--- config.mk ---
export PLATFORM = sky130hd
export DESIGN_NAME = char_buf_ctrl
export DESIGN_NICKNAME = d
export VERILOG_FILES = /design/src/rtl/char_buf_ctrl.sv
export SDC_FILE = /design/constraint.sdc
export NUM_CORES = 1
export LEC_CHECK = 0
export CORE_MARGIN = 4
export CORE_UTILIZATION = 49
export CTS_CLUSTER_DIAMETER = 100
export DETAILED_ROUTE_END_ITERATION = 6
export PLACE_DENSITY = 0.73
export SETUP_SLACK_MARGIN = 0.5
export SYNTH_ARGS = -nofsm -noshare
export SYNTH_HDL_FRONTEND = slang
export SYNTH_SLANG_ARGS = --single-unit
--- constraint.sdc ---
create_clock -name clk -period 2 [get_ports clk]
set_input_delay 0.2 -clock clk [delete_from_list [all_inputs] [get_ports clk]]
set_output_delay 0.2 -clock clk [all_outputs]
set_load 0.05 [all_outputs]
--- src/rtl/char_buf_ctrl.sv ---
// Register-mapped text cursor and clear-screen engine sharing one character buffer write port.
//   state | meaning
//   IDLE  | bus DATA writes go straight to the buffer at the cursor
//   CLEAR | one fill write per cycle over every cell; DATA writes are held or dropped
//   DRAIN | one cycle that writes the held character at (0,0)
module char_buf_ctrl #(
    parameter int AW   = 8,
    parameter int DW   = 16,
    parameter int COLS = 160,
    parameter int ROWS = 64
) (
    input  logic          clk,
    input  logic          nrst,
    input  logic          do_write,
    input  logic [AW-1:0] w_adr,
    input  logic [DW-1:0] w_data,
    input  logic [AW-1:0] r_adr,
    output logic [DW-1:0] read_data,
    output logic          buf_we,
    output logic [6:0]    buf_row,
    output logic [7:0]    buf_col,
    output logic [7:0]    buf_data,
    output logic          busy
);
    localparam logic [7:0] COL_LAST = 8'(COLS - 1);
    localparam logic [6:0] ROW_LAST = 7'(ROWS - 1);

    typedef enum logic [1:0] {IDLE, CLEAR, DRAIN} state_t;

    state_t     state;
    logic [7:0] col, fcol, fill, pend_data;
    logic [6:0] row, frow;
    logic       ovf, pend;

    logic       wr_data, wr_col, wr_row, wr_ctrl, wr_fill, start;
    logic [7:0] col_in, col_adv;
    logic [6:0] row_in, row_adv;

    assign wr_data = do_write && (w_adr == AW'(0));
    assign wr_col  = do_write && (w_adr == AW'(1));
    assign wr_row  = do_write && (w_adr == AW'(2));
    assign wr_ctrl = do_write && (w_adr == AW'(3));
    assign wr_fill = do_write && (w_adr == AW'(4));
    assign start   = wr_ctrl && w_data[0];

    assign col_in = (w_data >= DW'(COLS)) ? COL_LAST : w_data[7:0];
    assign row_in = (w_data >= DW'(ROWS)) ? ROW_LAST : w_data[6:0];

    // Cursor advance: wrap column into next row, wrap last row back to the top.
    always_comb begin
        col_adv = col + 8'd1;
        row_adv = row;
        if (col == COL_LAST) begin
            col_adv = 8'd0;
            row_adv = (row == ROW_LAST) ? 7'd0 : row + 7'd1;
        end
    end

    assign busy = (state != IDLE);

    always_ff @(posedge clk or negedge nrst) begin
        if (!nrst) begin
            state     <= IDLE;
            col       <= 8'd0;
            row       <= 7'd0;
            fcol      <= 8'd0;
            frow      <= 7'd0;
            fill      <= 8'h20;
            pend_data <= 8'd0;
            pend      <= 1'b0;
            ovf       <= 1'b0;
            buf_we    <= 1'b0;
            buf_row   <= 7'd0;
            buf_col   <= 8'd0;
            buf_data  <= 8'd0;
        end else begin
            buf_we <= 1'b0;
            if (wr_fill) fill <= w_data[7:0];
            if (wr_ctrl && w_data[1]) ovf <= 1'b0;
            case (state)
                IDLE: begin
                    if (wr_col) col <= col_in;
                    if (wr_row) row <= row_in;
                    if (wr_data) begin
                        buf_we   <= 1'b1;
                        buf_row  <= row;
                        buf_col  <= col;
                        buf_data <= w_data[7:0];
                        col      <= col_adv;
                        row      <= row_adv;
                    end
                    if (start) begin
                        state <= CLEAR;
                        frow  <= 7'd0;
                        fcol  <= 8'd0;
                    end
                end
                CLEAR: begin
                    buf_we   <= 1'b1;
                    buf_row  <= frow;
                    buf_col  <= fcol;
                    buf_data <= fill;
                    if (wr_col) col <= col_in;
                    if (wr_row) row <= row_in;
                    if (wr_data) begin
                        if (pend) begin
                            ovf <= 1'b1;
                        end else begin
                            pend      <= 1'b1;
                            pend_data <= w_data[7:0];
                        end
                    end
                    if (start) begin
                        frow <= 7'd0;
                        fcol <= 8'd0;
                    end else if (fcol == COL_LAST) begin
                        fcol <= 8'd0;
                        if (frow == ROW_LAST) begin
                            // A DATA write landing on the last cell must still drain.
                            frow  <= 7'd0;
                            col   <= 8'd0;
                            row   <= 7'd0;
                            state <= (pend || wr_data) ? DRAIN : IDLE;
                        end else begin
                            frow <= frow + 7'd1;
                        end
                    end else begin
                        fcol <= fcol + 8'd1;
                    end
                end
                DRAIN: begin
                    buf_we   <= 1'b1;
                    buf_row  <= row;
                    buf_col  <= col;
                    buf_data <= pend_data;
                    col      <= col_adv;
                    row      <= row_adv;
                    pend     <= 1'b0;
                    state    <= IDLE;
                    if (wr_col) col <= col_in;
                    if (wr_row) row <= row_in;
                    if (wr_data) begin
                        pend      <= 1'b1;
                        pend_data <= w_data[7:0];
                        state     <= DRAIN;
                    end
                    if (start) begin
                        state <= CLEAR;
                        frow  <= 7'd0;
                        fcol  <= 8'd0;
                    end
                end
                default: state <= IDLE;
            endcase
        end
    end

    always_comb begin
        read_data = '0;
        case (r_adr)
            AW'(0):  read_data = DW'({ovf, busy});
            AW'(1):  read_data = DW'(col);
            AW'(2):  read_data = DW'(row);
            AW'(4):  read_data = DW'(fill);
            default: read_data = '0;
        endcase
    end
endmodule

==> flow_summary.yaml <==
run_status:
  run_status: "finished, violations left"
  violations: "design-rule violations, negative setup slack"
logic_synthesis:
  syn_area_per_cell_um2: 8.95
  syn_area_um2: 4650
  seq_area_frac_synth: 0.398
  synthTopCellsByArea: "dfrtp_1, nand2_1, mux2i_1"
  ys_types: 71
  yosysWarnings: 0
  async_flop_share: 1.00
  netlist_top_cells_count: "dfrtp_1, nand2_1, nor2_1"
  syn_inst: 520
  yosysMostFrequentCell: "dfrtp_1"
  synth_top_area_share: 0.393
  synth_edf_count: 0
  yosysTopAreaCell: "dfrtp_1"
  synth_ff_type: "dfrtp_1"
  yosys_register_bits: 74
detailed_routing:
  wl_per_cell_um: 26.1
  ant_nets: 0
  drtPass1Iterations: 7
  wirelength_mm: 22.0
  drt_iter0_drc: 801
  drc: 8
  via_count: 5750
  routed_via_density: 6.81
critical_path:
  crit_end: "row[5]"
  worst-path-max-fanout: 3
  endpoint_kind: "flop"
  path_class: "reg2reg"
  cp.arrival_ns: 2.60
  crit_start: "row[1]"
  cp-start-kind: "flop"
  worstPathRequired_ns: 2.26
  r2r_cells: 8
  r2r-end: "row[5]"
  rrSetupSlack_ns: -0.34
  timing.rr.start: "row[1]"
floorplanning:
  coreArea_um2: 9240
  pin_count: 76
  die-width_um: 105
  dieHeight_um: 105
  start_util: 0.504
  rows: 35
  die_area_um2: 11100
sta:
  worst_pin_slew_ns: 0.536
  finalCritPeriodShare: 1.17
  setup-violations-final: 11
  max_freq_ghz: 0.427
  finalHoldViolCount: 0
  rsz0062_at_grt: "true"
  fin_tns_setup_ns: -0.879
  fin_skew_ns: 0.0189
  worst_slack_ns: -0.343
  finalCriticalPeriod_ns: 2.34
  timing.hold.ws_ns: 0.365
  maxSlewHeadroom: 0.644
  finalMaxSlewViolations: 0
placement:
  dpl.hpwl_mm: 11.4
  gp_congestion: 0.913
  portBuffers: 67
  post_dp_cell_area_um2: 6270
final_layout:
  fillCellCount: 398
  finalInstanceArea_um2: 8130
  fin_nets: 752
  layout-drive-gt1-share: 0.529
  synthToLayoutAreaGrowth_pct: 74.8
grt:
  first_global_vias: 5352
  antenna_found_initial: 1
  grt.total_usage: 0.324
  grt_max_degree: 75
  grt_pass1_wl_mm: 28.2
  grt_overflow_total: 0
clocking:
  clock_latency_ns: 0.37
  cts_buffers: 9
  path_clk_slew_ns: 0.09
  cts_tree: "done"
  root_buffer: "clkbuf_8"
  clock_sinks: 74
  htree_levels: 3
  clk_path_buf_depth: 2
power:
  p_leak_uw: 0.00354
  ir_drop_v: 0.000339
  fin_total_pwr_uw: 4080
  power_density_nw_per_um2: 501
worst_hold_path:
  hp-class: "in2async"
flow_run:
  maxCapViolations: 0
-- final cells by class --
| cell class | instances | area (um^2) | area share |
|---|---|---|---|
| Inverter | 14 | 60.1 | 0.00739 |
| Multi-Input combinational cell | 395 | 3680 | 0.453 |
| Tap cell | 129 | 161 | 0.0198 |
| Clock buffer | 10 | 128 | 0.0157 |
| Timing Repair Buffer | 215 | 2180 | 0.268 |
| Clock inverter | 6 | 66.3 | 0.00816 |
| Sequential cell | 74 | 1860 | 0.228 |
| Antenna cell | 1 | 2.50 | 0.000308 |
-- power by group --
part,internal [uW],total [uW],switching (uW)
logic,467,1130,659
registers,1570,1700,124
clock network,580,1250,673
total,2620,4080,1460
-- cell families (layout without fill, tap and decap cells) --
logic type,Yosys count,in the layout,synth area share
other cells,1,9,0.000806
flops,74,74,0.398
compound gates,155,155,0.221
xor+xnor,6,6,0.0113
buf+inv,58,245,0.0570
simple gates,180,180,0.203
fa+ha+maj,8,8,0.0215
mux,38,38,0.0874
-- stage by stage --
stage / cells / utilization / setup WS, ns
after floorplan: 527 / - / 0.0838
after global placement: 762 / 0.679 / -0.261
after detailed placement: 762 / 0.679 / -0.337
after CTS: 832 / 0.814 / 0.0265
after global routing: 843 / 0.880 / -0.344
final: 844 / 0.880 / -0.343
-- registers in the layout, indices dropped and copies added (netlist names) --
| name | flops |
|---|---|
| buf_col | 8 |
| buf_data | 8 |
| col | 8 |
| fcol | 8 |
| fill | 8 |
| pend_data | 8 |
| buf_row | 7 |
| frow | 7 |
| row | 7 |
| state | 2 |
| buf_we | 1 |
| ovf | 1 |
| pend | 1 |
-- timing repair --
item / CTS / global route
pin swaps: 57 / 54
cloned: 6 / 0
hold buffers: 1 / 0
endpoints found under the hold margin: 73 / 0
endpoints found under the setup margin: 106 / 83
buffers inserted: 47 / 11
gates resized for setup: 189 / 148
-- routing by layer --
metal	track usage	part of all wire	vias up
li1	-	-	2302
met1	0.407	0.34	2754
met2	0.535	0.47	510
met3	0.0765	0.11	184
met4	0.134	0.075	0
met5	0	0	-
-- worst max-delay path, stage by stage, from the launching register on --
cell and delay, ns:
dfrtp_1 0.38, ha_1 0.20, nand3_1 0.16, nor3_1 0.39, buf_4 0.21, o211ai_1 0.19, o21ai_0 0.36, nand3b_1 0.16
and3_1 0.20
-- layout by cell type (no fill, tap or decap), drive strengths merged, types with 7 or more instances in the layout --
cell,netlist,final
dlygate4sd2,0,15
a21oi,27,27
o31ai,15,15
and3,9,9
nor3,13,13
a211oi,10,10
inv,13,15
dfrtp,73,73
nor2,42,42
mux2i,20,20
conb,1,8
clkdlybuf4s50,0,17
ha,8,8
mux2,18,18
buf,18,160
o21ai,48,48
o22ai,8,8
nand2,56,56
clkbuf,26,26
nand3,19,19
a221oi,8,8
a2bb2oi,7,7
-- how the worst min path moves through the flow --
stage	from	end	slack, ns	cells past startpoint
after floorplan	nrst	buf_col[0]	-0.1	0
after global placement	nrst	pend_data[1]	0.26	2
after detailed placement	nrst	pend_data[1]	0.27	2
after CTS	nrst	buf_data[1]	0.42	3
after global routing	nrst	buf_data[1]	0.44	3
final	nrst	buf_data[5]	0.37	3
Power figures use the tool's default switching activity.
